===== config.mk =====
export PLATFORM = sky130hd
export DESIGN_NAME = mult_seq_nxn
export DESIGN_NICKNAME = d
export VERILOG_FILES = /design/src/rtl/mult_pkg.sv /design/src/rtl/mult_accurate.sv /design/src/rtl/mult_seq_nxn.sv
export SDC_FILE = /design/constraint.sdc
export NUM_CORES = 1
export LEC_CHECK = 0
export CAP_MARGIN = 20
export CORE_UTILIZATION = 60
export DETAILED_ROUTE_END_ITERATION = 10
export DONT_BUFFER_PORTS = 1
export GPL_TIMING_DRIVEN = 0
export PLACE_DENSITY = 0.88
export SETUP_SLACK_MARGIN = 0.1
export SKIP_CTS_REPAIR_TIMING = 1
export SLEW_MARGIN = 25
export SYNTH_ARGS = -nofsm -noshare
export SYNTH_HDL_FRONTEND = slang
export SYNTH_HIERARCHICAL = 1
export SYNTH_SLANG_ARGS = --single-unit

===== constraint.sdc =====
create_clock -name clk -period 8.4 [get_ports clk]
set_input_delay 2.52 -clock clk [delete_from_list [all_inputs] [get_ports clk]]
set_output_delay 2.52 -clock clk [all_outputs]
set_load 0.03 [all_outputs]

===== src/rtl/mult_pkg.sv =====
// Shared constants, state encoding and pair-count helper for the sequential
// digit-serial multiplier.
package mult_pkg;

  localparam int DIGIT_W = 4;

  typedef enum logic [1:0] {
    S_IDLE = 2'd0,
    S_CALC = 2'd1,
    S_DONE = 2'd2
  } state_t;

  // Number of digit pairs visited: all N*N pairs, or only those with i+j >= N-1.
  function automatic int pair_count(input int n, input logic approx);
    if (approx) return (n * (n + 1)) / 2;
    else        return n * n;
  endfunction

endpackage


===== src/rtl/mult_accurate.sv =====
// Combinational 4x4 unsigned digit multiplier.
module mult_accurate
  import mult_pkg::*;
(
  input  logic [DIGIT_W-1:0]   a,
  input  logic [DIGIT_W-1:0]   b,
  output logic [2*DIGIT_W-1:0] prod
);

  assign prod = {{DIGIT_W{1'b0}}, a} * {{DIGIT_W{1'b0}}, b};

endmodule


===== src/rtl/mult_seq_nxn.sv =====
// Iterative WIDTHxWIDTH unsigned multiplier: one 4x4 digit product per clock,
// shifted and accumulated into a 2*WIDTH result, with optional approximate mode.
module mult_seq_nxn
  import mult_pkg::*;
#(
  parameter int WIDTH = 16
) (
  input  logic               clk,
  input  logic               rst,
  input  logic               in_valid,
  output logic               in_ready,
  input  logic [WIDTH-1:0]   A,
  input  logic [WIDTH-1:0]   B,
  input  logic               approx,
  output logic               out_valid,
  input  logic               out_ready,
  output logic [2*WIDTH-1:0] PROD,
  output logic               busy,
  output logic [1:0]         state_dbg
);

  // Handshakes: a transfer happens on a rising edge where valid && ready.
  // in_ready is high only in IDLE; out_valid is high only in DONE and stays
  // high with PROD stable until out_ready is seen.

  localparam int N    = WIDTH / DIGIT_W;
  localparam int CW   = $clog2(N);
  localparam int KW   = $clog2(N * N) + 1;
  localparam int SHW  = $clog2(2 * WIDTH);

  state_t             state, state_nxt;
  logic [WIDTH-1:0]   a_r, b_r;
  logic               ap_r;
  logic [2*WIDTH-1:0] acc;
  logic [CW-1:0]      i_idx, j_idx;
  logic [KW-1:0]      cnt;
  logic [DIGIT_W-1:0] a_dig, b_dig;
  logic [2*DIGIT_W-1:0] dprod;
  logic [SHW-1:0]     shamt;
  logic [2*WIDTH-1:0] term;
  logic               accept, last_pair;

  // First A digit visited in row j; in approx mode rows start at N-1-j.
  function automatic logic [CW-1:0] start_i(input logic [CW-1:0] jj, input logic ap);
    if (ap) return CW'(N - 1) - jj;
    else    return '0;
  endfunction

  assign accept    = in_valid && (state == S_IDLE);
  assign last_pair = (cnt == '0);

  assign a_dig = a_r[{i_idx, 2'b00} +: DIGIT_W];
  assign b_dig = b_r[{j_idx, 2'b00} +: DIGIT_W];

  mult_accurate u_digit (
    .a    (a_dig),
    .b    (b_dig),
    .prod (dprod)
  );

  assign shamt = SHW'({i_idx, 2'b00}) + SHW'({j_idx, 2'b00});
  assign term  = {{(2*WIDTH-2*DIGIT_W){1'b0}}, dprod} << shamt;

  always_ff @(posedge clk or posedge rst) begin
    if (rst) state <= S_IDLE;
    else     state <= state_nxt;
  end

  always_comb begin
    state_nxt = state;
    case (state)
      S_IDLE:  if (in_valid)  state_nxt = S_CALC;
      S_CALC:  if (last_pair) state_nxt = S_DONE;
      S_DONE:  if (out_ready) state_nxt = S_IDLE;
      default: state_nxt = S_IDLE;
    endcase
  end

  always_comb begin
    in_ready  = (state == S_IDLE);
    out_valid = (state == S_DONE);
    busy      = (state == S_CALC) || (state == S_DONE);
    state_dbg = state;
  end

  always_ff @(posedge clk or posedge rst) begin
    if (rst) begin
      a_r   <= '0;
      b_r   <= '0;
      ap_r  <= 1'b0;
      acc   <= '0;
      i_idx <= '0;
      j_idx <= '0;
      cnt   <= '0;
    end else if (accept) begin
      a_r   <= A;
      b_r   <= B;
      ap_r  <= approx;
      acc   <= '0;
      i_idx <= start_i('0, approx);
      j_idx <= '0;
      cnt   <= KW'(pair_count(N, approx) - 1);
    end else if (state == S_CALC) begin
      acc <= acc + term;
      cnt <= cnt - KW'(1);
      if (i_idx == CW'(N - 1)) begin
        j_idx <= j_idx + CW'(1);
        i_idx <= start_i(j_idx + CW'(1), ap_r);
      end else begin
        i_idx <= i_idx + CW'(1);
      end
    end
  end

  assign PROD = acc;

endmodule


Word level (Yosys, flattened, before mapping)
Index checks and enable logic that the tools add are counted.
- register bits after elaboration: 76
- bits in latches: 0
- memory bits (writable): 0
- ROM bits: 0
- input bits: 37
- word-level logic and storage cells: 51
- memories: 0
- add/sub/neg operators: 7
- multipliers: 1
- divide/modulo/power cells: 0
- order comparisons: 0
- equal/unequal tests: 6
- shifts and indexed selects: 3
- mux-type cells: 18
- bitwise gates (word level): 0
- reductions and logical operators: 8
- operators with widths (cell ; count):
    two-way mux 32 bit ; 2
    adder 32 bit ; 1
    variable part select 16 x 5 -> 4 bit ; 2
    << shifter 8 x 5 -> 32 bit ; 1
    two-way mux 2 bit ; 11
    two-way mux 5 bit ; 4
    multiplier 4 x 4 -> 8 bit ; 1
    one-hot mux 2 bit (3 select lines) ; 1
    adder 4 x 4 -> 5 bit ; 1
    zero test 5 bit ; 1
    subtractor 5 x 1 -> 5 bit, second input constant ; 1
    subtractor 5 x 2 -> 5 bit, second input constant ; 1
    adder 2 x 1 -> 2 bit, second input constant ; 2
    == test 2 bit, second input constant ; 2
    != test 2 bit, second input constant ; 2
    nonzero test 2 bit ; 2
    AND reduction 3 bit ; 1
    == test 2 x 1 -> 1 bit, second input constant ; 1
    zero test 2 bit ; 1
    != test 2 x 1 -> 1 bit, second input constant ; 1
    AND reduction 2 bit ; 1
    subtractor 2 bit, first input constant ; 1
    logical AND 1 bit ; 1
    logical OR 1 bit ; 1

Longest topological paths before layout
Gate-level depths: netlist of run 1.
- depth after elaboration: 6
- mapped depth: 23
- depth with buffers taken out: 22

Modules after synthesis
Netlist of run 1, hierarchy kept.
- modules (own cells, without submodules) (module ; times used ; cells an instance ; area each (sq um)):
    mult_seq_nxn ; 1 ; 597 ; 5142.4
    mult_accurate ; 1 ; 51 ; 447.9

Worst setup path before layout of run 1
OpenSTA, ideal clock, no wires.
- path type: register to register
- start: register j_idx[0]
- end: register acc[26], in the netlist PROD[26]
- arrival: 5.484 ns
- setup slack: 2.793 ns
- cell stages (with the launch flop): 24
- clock period less this slack: 5.607 ns
- cells stage by stage: dfrtp_1 > clkbuf_1 > mux4_2 > nand2_1 > fa_1 > inv_1 > fa_1 > fa_1 > a21o_2 > a21oi_1 > xnor2_1 > mux2i_1 > nor2_1 > ha_1 > o21a_1 > o21ai_0 > a21oi_2 > o21ai_2 > a21boi_1 > a311o_2 > a41oi_4 > o311ai_2 > xnor2_1 > o21ai_1
- word-level cells in the longest chain between the ends: 6
- elaborated cells on any way between the ends: 7
- ends and longest elaborated chain (item ; line ; source):
    from (decl) ; mult_seq_nxn.sv:35 ; logic [CW-1:0] i_idx, j_idx;
    from (signal assigned) ; mult_seq_nxn.sv:107 ; j_idx <= j_idx + CW'(1);
    variable part select 16 x 5 -> 4 bit ; mult_seq_nxn.sv:53 ; assign b_dig = b_r[{j_idx, 2'b00} +: DIGIT_W];
    named net b_dig[2] ; mult_seq_nxn.sv:37 ; logic [DIGIT_W-1:0] a_dig, b_dig;
    multiplier 4 x 4 -> 8 bit ; mult_accurate.sv:10 ; assign prod = {{DIGIT_W{1'b0}}, a} * {{DIGIT_W{1'b0}}, b};
    named net dprod[6] ; mult_seq_nxn.sv:38 ; logic [2*DIGIT_W-1:0] dprod;
    << shifter 8 x 5 -> 32 bit ; mult_seq_nxn.sv:62 ; assign term = {{(2*WIDTH-2*DIGIT_W){1'b0}}, dprod} << shamt;
    adder 32 bit ; mult_seq_nxn.sv:104 ; acc <= acc + term;
    two-way mux 32 bit ; mult_seq_nxn.sv:103 ; end else if (state == S_CALC) begin
    two-way mux 32 bit ; mult_seq_nxn.sv:95 ; end else if (accept) begin
    to (signal assigned) ; mult_seq_nxn.sv:104 ;
    to (decl) ; mult_seq_nxn.sv:34 ; logic [2*WIDTH-1:0] acc;
The timed path passes the listed nets, and every way through them passes these cells. The select of a mux whose other input is x is not followed.
A chain may end at the register's enable or synchronous reset.

Worst setup path after layout of run 1
- start: register j_idx[0]
- end: register acc[31], in the netlist PROD[31]
The elaborated chain is that of the path after synthesis.

==> results of run 1 <==
through the flow:
stage                     setup slack [ps]  hold slack [ps]  std cells
final                                 1720              478        773
after global routing                  1370              498        773
after CTS                             1810              478        773
after detailed placement              1810              457        757
after global placement                2020              453        756
after floorplan                       2790              440        648
power by group through the flow:
stage / Combinational, uW / Clock, uW / Sequential, uW
after floorplan: 1200 / 0 / 651
after global placement: 1470 / 0 / 679
after detailed placement: 1550 / 0 / 688
after CTS: 1560 / 295 / 682
after global routing: 1740 / 308 / 700
final: 1600 / 293 / 683
routing by layer:
| metal | global-route usage | up-vias |
|---|---|---|
| met1 | 0.352 | 2350 |
| met5 | 0 | - |
| li1 | - | 2276 |
| met4 | 0.140 | 0 |
| met2 | 0.532 | 186 |
| met3 | 0.0617 | 35 |
worst min path at each step:
stage	from	to	slack [ps]	cells past startpoint
3_5_place_dp	a_r[12]	a_r[12]	460	2
6_report	a_r[12]	a_r[12]	480	2
3_3_place_gp	b_r[8]	b_r[8]	450	2
5_1_grt	b_r[12]	b_r[12]	500	2
2_1_floorplan	a_r[10]	a_r[10]	440	2
4_1_cts	a_r[12]	a_r[12]	480	2
cell usage after synthesis, drive strengths merged (5+ instances only):
library cell	number	share of area
nor2	60	0.040
nor2b	10	0.013
xor2	9	0.014
a21oi	39	0.036
o21ai	36	0.033
ha	51	0.11
nor3	10	0.0090
a21o	13	0.018
a211oi	7	0.010
mux2i	17	0.030
o21a	5	0.0069
dfrtp	76	0.34
inv	23	0.015
xnor2	26	0.041
nand3	15	0.013
clkbuf	22	0.015
nand2	134	0.090
fa	6	0.021
mux4	8	0.032
and2	16	0.018
nand2b	7	0.0078
nand4	5	0.0056
cell type report:
type,instances,area [sq um]
clock inverters,5,57.6
flip-flops and latches,76,1900
fillers,674,2940
repair buffers,1,27.5
clock buffers,11,141
inverters,24,92.6
multi-input cells,524,3510
well taps,108,135
plain buffers,24,90.1
placed cells by master, fill, tap and decap left out, types with 7 or more instances in the layout:
cell type and count:
clkbuf_8 10, nor3_1 10, nor2_1 60, a21o_1 12
xor2_1 9, dfrtp_1 76, o21ai_0 32, a21oi_1 38
nand3_1 15, inv_1 22, mux2i_1 17, ha_1 51
nand2_1 134, nor2b_1 9, mux4_2 8, clkbuf_1 23
and2_1 16, nand2b_1 7, xnor2_1 26
state kept, by name, indices dropped and copies added (netlist names):
register	count
i_idx	2
cnt	5
ap_r	1
PROD	32
a_r	16
j_idx	2
state_dbg	2
b_r	16
critical path: stages (launching register included):
cell and delay [ps]:
dfrtp_1 360, clkbuf_1 450, mux4_2 630, nand2_1 120, fa_1 410, inv_1 90, fa_1 450, fa_1 490
a21o_2 240, a21oi_1 200, xnor2_1 210, a31oi_1 160, nor2b_1 220, ha_1 340, a2111oi_0 420, o21ai_0 240
nand4_1 140, nand3_1 100, o22ai_1 350, nor3_1 120, o22ai_1 230, xnor2_1 240, a21oi_1 130, a31o_2 240
kinds of logic (layout without fill, tap and decap cells):
| logic type | Yosys count | in the layout | share of synthesized area |
|---|---|---|---|
| mux | 25 | 25 | 0.0627 |
| fa+ha+maj | 57 | 57 | 0.136 |
| flops | 76 | 76 | 0.340 |
| buf+inv | 48 | 65 | 0.0322 |
| simple gates | 273 | 273 | 0.218 |
| xor+xnor | 35 | 35 | 0.0548 |
| compound gates | 134 | 134 | 0.156 |
==> metrics.yaml, run 1 <==
initial_core_util: 0.629
drt_wl_total_mm: 14.0
drcViolationCount: 1
core_area_sq_um: 8890
r2r_start: "j_idx[0]"
first_global_vias: 4762
cts_htree_levels: 3
grt-ovfl-total: 0
yosysWarnings: 6
synth_area_sq_um: 5590
port_buffers: 0
status: "finished, violations left"
clk_path_buf_depth: 2
cts_inserted_buffers: 9
grt_pass1_wl_mm: 22.9
path_max_fanout: 8
crit_required_ps: 8660
startpoint_type: "flip-flop"
diodes: 0
place_area_sq_um: 5760
final-hold-violation-count: 0
die_y_microns: 98.5
p_sw_uw: 1310
cellLeakagePower_uw: 0.00293
antenna_found_initial: 0
num_rows: 34
wl_met2_mm: 6.93
synth_edf_count: 0
clk_pin_slew_worst_paths_ps: 90
timing_worst_setup_path_type: "flip-flop to flip-flop"
clock_sinks: 76
synth_nets: 742
dp_hpwl_mm: 10.5
fmax_ghz: 0.150
fin_tns_setup_ps: 0
fin_area_sq_um: 5950
seqPwrFrac: 0.265
m1WireLength_mm: 5.77
die_w_microns: 98.5
viasPerCell: 6.27
maxCapViolCount: 0
intPower_uw: 1260
syn_inst: 648
p_comb_frac: 0.621
endpoint: "PROD[31]"
ant_nets: 0
clock_latency_ps: 370
seq_area_frac_synth: 0.340
final.min_clock_period_ps: 6680
grt_max_degree: 49
io_pins: 74
fin_worst_skew_ps: 11.1
reg2regPathDepth: 23
violations: "design-rule violations"
max_slew_margin: 0.485
grt_usage: 0.301
ir_worst_vdd_mv: 0.210
setup_viol: 0
power_uw: 2570
cp-end-kind: "flip-flop"
async_flop_share: 1.00
switching_share: 0.510
synth_top_flop_cell: "dfrtp_1"
clockPowerShare: 0.114
dr.pass1.iters: 8
syn_area_per_cell_sq_um: 8.63
worst_slew_pin_slew_ps: 773
route.top_layer_used: "met4"
min_path_type: "flip-flop to flip-flop"
drt_iter0_drc: 293
power_density_nw_per_um2: 432
regToRegEndpoint: "PROD[31]"
cts_root_buf: "clkbuf_8"
timing.final.crit_share: 0.796
fin_nets: 754
post_drt_wl_per_cell_microns: 18.1
route.met3.wl_microns: 864
drive_gt1_frac: 0.0586
startpoint: "j_idx[0]"
drv_slew: 0
gp_routability_congestion: 0.947
rsz0062_at_grt: "no"
fin_util: 0.670
arrival_ps: 6940
r2r_setup_slack_ps: 1720
dieArea_sq_um: 9710
tritoncts: "yes"
vias: 4847
synth-seq-cells: 76
yosysUniqueCellTypes: 58
syn2layout_area_growth_pct: 6.51
Note: power is estimated with default switching activity, not from simulation.
==> inputs of run 2 (changes only) <==
- ABC_AREA: unset -> 1
- CORE_UTILIZATION: 60 -> 59
- PLACE_DENSITY: 0.88 -> 0.9
- clock period: 8.4 -> 6.1 ns (I/O delays scaled with it)
==> run 2 against run 1 <==
  * The flow now finishes without violations
  * Die area is 18% higher
  * First-iteration DRC count is 60% higher
  * Clock power is 60% higher
  * Global-route usage is 0.36 points higher
  * Power is 52% higher
  * Worst setup slack worse by 1200 ps
  * Design area is 16% higher
  * Sequential share of layout area is 4.4 points lower
  * Core utilization is 1.2 points lower
  * Sequential cell count stayed put
  * Largest power group unchanged
==> metrics.yaml, run 2 <==
yosys.cell_count.top_type: "nand2_1"
viasPerCell: 5.39  # -14%
grt_pass1_wl_mm: 26.9  # +18%
max_slew_margin: 0.534  # +0.0494
yosysWarnings: 6  # unchanged
clk_pin_slew_worst_paths_ps: 100  # about the same
min_path_type: "flip-flop to flip-flop"
syn_area_per_cell_sq_um: 6.34  # -26%
clockPowerShare: 0.120  # +0.006
grt_max_degree: 40  # -18%
drive_gt1_frac: 0.0683  # +0.00969
yosysTopAreaCellShare: 0.293  # -0.0468
final.min_clock_period_ps: 5550  # -1130 ps
intPower_uw: 1760  # +39%
cts_inserted_buffers: 9  # unchanged
final_common_cell: "nand2_1"
cp-end-kind: "flip-flop"
largest_reg_flops: 32  # unchanged
die_w_microns: 107  # +8.4%
clk_path_buf_depth: 2  # unchanged
fmax_ghz: 0.180  # +20%
holdWs_ps: 482  # +4.36 ps
synth_area_leaders: "dfrtp_1 29%, nand2_1 23%, ha_1 9.8%"
dp_hpwl_mm: 13.2  # +26%
switching_share: 0.552  # +0.0424
num_rows: 37  # +8.8%
initial_core_util: 0.617  # -0.0119
drv_slew: 0  # unchanged
timing.final.crit_share: 0.910  # +0.114
drt_iter0_drc: 470  # +60%
dr.pass1.iters: 5  # -3
fin_nets: 1128  # +50%
path_max_fanout: 10  # +2
arrival_ps: 5820  # -1120 ps
port_buffers: 0  # unchanged
die_y_microns: 107  # +8.4%
clock_sinks: 76  # unchanged
tritoncts: "yes"
synth-seq-cells: 76  # unchanged
cellLeakagePower_uw: 0.00415  # +42%
setup_viol: 0  # unchanged
async_flop_share: 1.00  # unchanged
cts_htree_levels: 3  # unchanged
power_density_nw_per_um2: 567  # +31%
p_sw_uw: 2160  # +65%
final-hold-violation-count: 0  # unchanged
fin_tns_setup_ps: 0  # unchanged
dieArea_sq_um: 11400  # +18%
worst_slew_pin_slew_ps: 699  # -74.1 ps
startpoint_type: "flip-flop"
status: "finished, final reports clean"
seq_area_frac_synth: 0.293  # -0.0468
synth_nets: 1116  # +50%
drcViolationCount: 0  # -1
ant_nets: 0  # unchanged
grt-ovfl-total: 0  # unchanged
seqPwrFrac: 0.231  # -0.034
syn_inst: 1022  # +58%
maxCapViolCount: 0  # unchanged
core_area_sq_um: 10500  # +18%
io_pins: 74  # unchanged
synth_edf_count: 0  # unchanged
drt_wl_total_mm: 16.7  # +19%
vias: 6332  # +31%
ir_worst_vdd_mv: 0.393  # +87%
crit_required_ps: 6370  # -2290 ps
gp_routability_congestion: 0.945  # -0.17%
final_cell_mix: "404 x nand2_1, 150 x inv_1, 91 x nor2_1"
cts_root_buf: "clkbuf_8"
yosysUniqueCellTypes: 40  # -31%
grt_usage: 0.305  # +0.00364
clock_latency_ps: 370  # about the same
synth_largest_area_cell: "dfrtp_1"
antenna_found_initial: 0  # unchanged
post_drt_wl_per_cell_microns: 14.2  # -21%
synth_top_flop_cell: "dfrtp_1"
fin_worst_skew_ps: 22.2  # +11.1 ps
n_fill_cell: 930  # +38%
timing_worst_setup_path_type: "flip-flop to flip-flop"
diodes: 0  # unchanged
synth_area_sq_um: 6480  # +16%
p_comb_frac: 0.649  # +0.028
syn2layout_area_growth_pct: 6.56  # about the same
first_global_vias: 5839  # +23%
synthTopCellsByCount: "404 x nand2_1, 151 x inv_1, 91 x nor2_1"
rsz0062_at_grt: "no"
run 2: power by group through the flow:
stage / Sequential [uW] / Combinational [uW] / Clock [uW]
after floorplan: 871 / 1920 / 0
after global placement: 910 / 2400 / 0
after detailed placement: 914 / 2470 / 0
after CTS: 905 / 2500 / 467
after global routing: 932 / 2800 / 487
final: 906 / 2540 / 470
run 2: cell families after synthesis:
kind of cell,synth area share
xor+xnor,0.0108
buf+inv,0.110
flops,0.293
mux,0.00463
fa+ha+maj,0.117
simple gates,0.371
compound gates,0.0938
run 2: cell type report:
cell class / instances / area (sq um) / area share
timing repair buffer: 1 / 20.0 / 0.00290
clock inverter: 6 / 95.1 / 0.0138
buffer: 21 / 96.3 / 0.0139
sequential: 76 / 1900 / 0.275
tap: 136 / 170 / 0.0246
inverter: 164 / 618 / 0.0895
clock buffer: 10 / 138 / 0.0199
multi-input combinational: 761 / 3870 / 0.560
run 2: final timing paths:
| path | start | to | slack [ps] | depth (start not counted) |
|---|---|---|---|---|
| setup / recovery | j_idx[0] | PROD[23] | 550 | 26 |
| hold / removal | cnt[4] | cnt[4] | 480 | 1 |
| setup reg to reg | j_idx[0] | PROD[23] | 550 | 26 |
| hold reg to reg | cnt[4] | cnt[4] | 480 | 1 |
| max in group asynchronous | rst | PROD[14] | 4170 | 2 |
| min in group asynchronous | rst | a_r[0] | 1360 | 1 |
run 2: routing by layer:
metal | track usage | wire length [microns] | vias to the layer above
met5 | 0 | 0 | -
li1 | - | - | 3205
met4 | 0.133 | 587 | 0
met3 | 0.0669 | 1290 | 50
met1 | 0.370 | 6900 | 2830
met2 | 0.518 | 7890 | 247
run 2: metrics by stage:
step | power, uW | instance area (sq um) | worst slack, ps | instances | util
floorplan | 2790 | 6480 | 1430 | 1022 | -
global placement | 3310 | 6650 | 692 | 1158 | 0.633
detailed placement | 3380 | 6680 | 617 | 1159 | 0.635
CTS | 3870 | 6910 | 616 | 1175 | 0.657
global route | 4220 | 6910 | 118 | 1175 | 0.657
finish | 3920 | 6910 | 550 | 1175 | 0.657
run 2: worst max-delay path: stages, from the launching register on:
cell      delay [ps]
dfrtp_1          390
buf_2            180
inv_1             90
clkbuf_1         310
o21ai_0          130
o22ai_1          340
nand2_1          140
fa_1             560
inv_1             60
fa_1             530
fa_1             490
nand3_1          110
nand2_1           70
xor2_1           150
mux2i_1          430
nor2_1            90
ha_1             360
nand2_1          120
inv_2             50
nand2_1          140
inv_2             70
a21oi_1          200
nand2_2          140
nand2_1          110
nand3_1           60
nand3_1          110
nand2_1           60
==> inputs of run 3 (changes only) <==
- CTS_CLUSTER_SIZE: unset -> 8
- GPL_TIMING_DRIVEN: 0 -> unset
==> run 3 against run 2 <==
  * Power shrank 1.9%
  * Clock-buffer cell count unchanged
  * Clock skew down 5.2 ps
  * Worst hold slack worse by 4.3 ps
==> metrics.yaml, run 3 (same netlist as run 2, synthesis figures left out) <==
status: "finished, final reports clean"
final_cell_mix: "404 x nand2_1, 150 x inv_1, 91 x nor2_1"
drt_iter0_drc: 515  # +9.6%
cts_htree_levels: 3  # unchanged
holdWs_ps: 478  # -4.32 ps
core_area_sq_um: 10500  # unchanged
grt.met2_usage: 0.512  # -0.00507
use_met3: 0.0681  # +0.00122
fmax_ghz: 0.192  # +6.7%
ant_nets: 0  # unchanged
grtUsageMet1: 0.388  # +0.0183
startpoint_type: "flip-flop"
dieArea_sq_um: 11400  # unchanged
initial_core_util: 0.617  # unchanged
p_comb_frac: 0.639  # -0.010
cts_root_buf: "clkbuf_8"
port_buffers: 0  # unchanged
drt_wl_total_mm: 16.8  # +1.0%
clk_path_buf_depth: 2  # unchanged
rsz0062_at_grt: "no"
final.min_clock_period_ps: 5200  # -350 ps
fin_cells: 1156  # -1.6%
switching_share: 0.552  # about the same
first_global_vias: 6194  # +6.1%
grt-ovfl-total: 0  # unchanged
drv_slew: 0  # unchanged
io_pins: 74  # unchanged
clk_pin_slew_worst_paths_ps: 100  # about the same
worst_slew_pin_slew_ps: 699  # -0.281 ps
min_path_cells: 1  # unchanged
arrival_ps: 5530  # -290 ps
gp_routability_congestion: 1.01  # +6.9%
syn2layout_area_growth_pct: 5.08
seqPwrFrac: 0.242  # +0.011
ir_worst_vdd_mv: 0.439  # +12%
post_drt_wl_per_cell_microns: 14.6  # +2.7%
grt_pass1_wl_mm: 28.2  # +4.7%
num_rows: 37  # unchanged
crit_required_ps: 6430  # +60 ps
drive_gt1_frac: 0.0608  # -0.00755
power_density_nw_per_um2: 565  # -0.49%
viasPerCell: 5.56  # +3.1%
vias: 6423  # +1.4%
reg2regPathDepth: 27  # +3.8%
dpl.cell_count: 1140  # -1.6%
clock_latency_ps: 390  # +20 ps
grt_max_degree: 77  # +93%
die_w_microns: 107  # unchanged
largest_reg_flops: 32  # unchanged
place_area_sq_um: 6580  # -1.4%
cellLeakagePower_uw: 0.00410  # -1.2%
antenna_found_initial: 0  # unchanged
final-hold-violation-count: 0  # unchanged
drcViolationCount: 0  # unchanged
dp_hpwl_mm: 12.8  # -2.4%
final_common_cell: "nand2_1"
intPower_uw: 1720  # -1.9%
clockPowerShare: 0.119  # about the same
cts_inserted_buffers: 9  # unchanged
fin_nets: 1109  # -1.7%
n_fill_cell: 909  # -2.3%
p_sw_uw: 2120  # -1.8%
maxCapViolCount: 0  # unchanged
fin_tns_setup_ps: 0  # unchanged
grt.busiest_layer: "met2"
fin_worst_skew_ps: 17.0  # -5.25 ps
timing_worst_setup_path_type: "flip-flop to flip-flop"
min_path_type: "flip-flop to flip-flop"
clock_sinks: 76  # unchanged
timing.final.crit_share: 0.853  # -0.0573
die_y_microns: 107  # unchanged
fin_area_sq_um: 6810  # -1.4%
cp-end-kind: "flip-flop"
diodes: 0  # unchanged
dr.pass1.iters: 7  # +2
grt_usage: 0.316  # +0.0114
path_max_fanout: 12  # +2
tritoncts: "yes"
setup_viol: 0  # unchanged
max_slew_margin: 0.534  # about the same
worst_slack_ps: 899  # +350 ps
post-place-ws_ps: 1010  # +391 ps
[run 3: cell types whose count changed in the layout (fill, tap and decap cells not counted), sizes merged]
cell      delta
clkinv       +3
clkinvlp     -2
buf         -10
inv          -1
clkbuf       -9
[run 3: metal layers]
metal	routed length, microns	vias up
met3	1330	58
met2	7720	296
met5	0	-
li1	-	3178
met4	735	0
met1	7050	2891
[run 3: layout make-up]
cell class                      instances  area [sq um]  share of cell area
Clock inverter                          6          95.1              0.0140
Multi-Input combinational cell        761          3870               0.569
Timing Repair Buffer                    3          26.3             0.00386
Sequential cell                        76          1900               0.279
Tap cell                              136           170              0.0250
Inverter                              164           617              0.0906
Clock buffer                           10           128              0.0187
[run 3: power groups by stage]
stage / Clock [uW] / Combinational, uW / Sequential (uW)
6_report: 457 / 2460 / 932
5_1_grt: 481 / 2740 / 951
2_1_floorplan: 0 / 1920 / 871
3_3_place_gp: 0 / 2330 / 931
3_5_place_dp: 0 / 2390 / 938
4_1_cts: 460 / 2410 / 930
[run 3: worst max-delay path, stage by stage (launching register included)]
cell and delay, ps:
dfrtp_1 540, inv_1 270, o21ai_0 120, o22ai_1 280
nand2_1 130, fa_1 550, inv_1 60, fa_1 530
fa_1 480, nand3_1 100, nand2_1 60, xor2_1 160
nand2_1 90, nor2_1 50, a31oi_1 210, nor2_1 90
ha_1 360, nand2_1 120, inv_1 60, nand2_1 100
inv_1 80, a21oi_1 220, nand2_2 150, nand2_2 100
nand2_1 50, nand2_1 60, nand3_1 70, nand2_1 80
[run 3: metrics by stage]
| step | total power, uW | utilization |
|---|---|---|
| floorplan | 2790 | - |
| global placement | 3260 | 0.626 |
| detailed placement | 3330 | 0.626 |
| CTS | 3800 | 0.647 |
| global route | 4180 | 0.648 |
| finish | 3850 | 0.648 |
[run 3: final timing paths]
path,startpoint,endpoint,slack [ps]
worst min-delay path,cnt[4],cnt[4],480
max in group asynchronous,rst,PROD[17],4110
worst max register to register,i_idx[0],PROD[30],900
min in group asynchronous,rst,b_r[0],1490
worst max-delay path,i_idx[0],PROD[30],900
worst min register to register,cnt[4],cnt[4],480
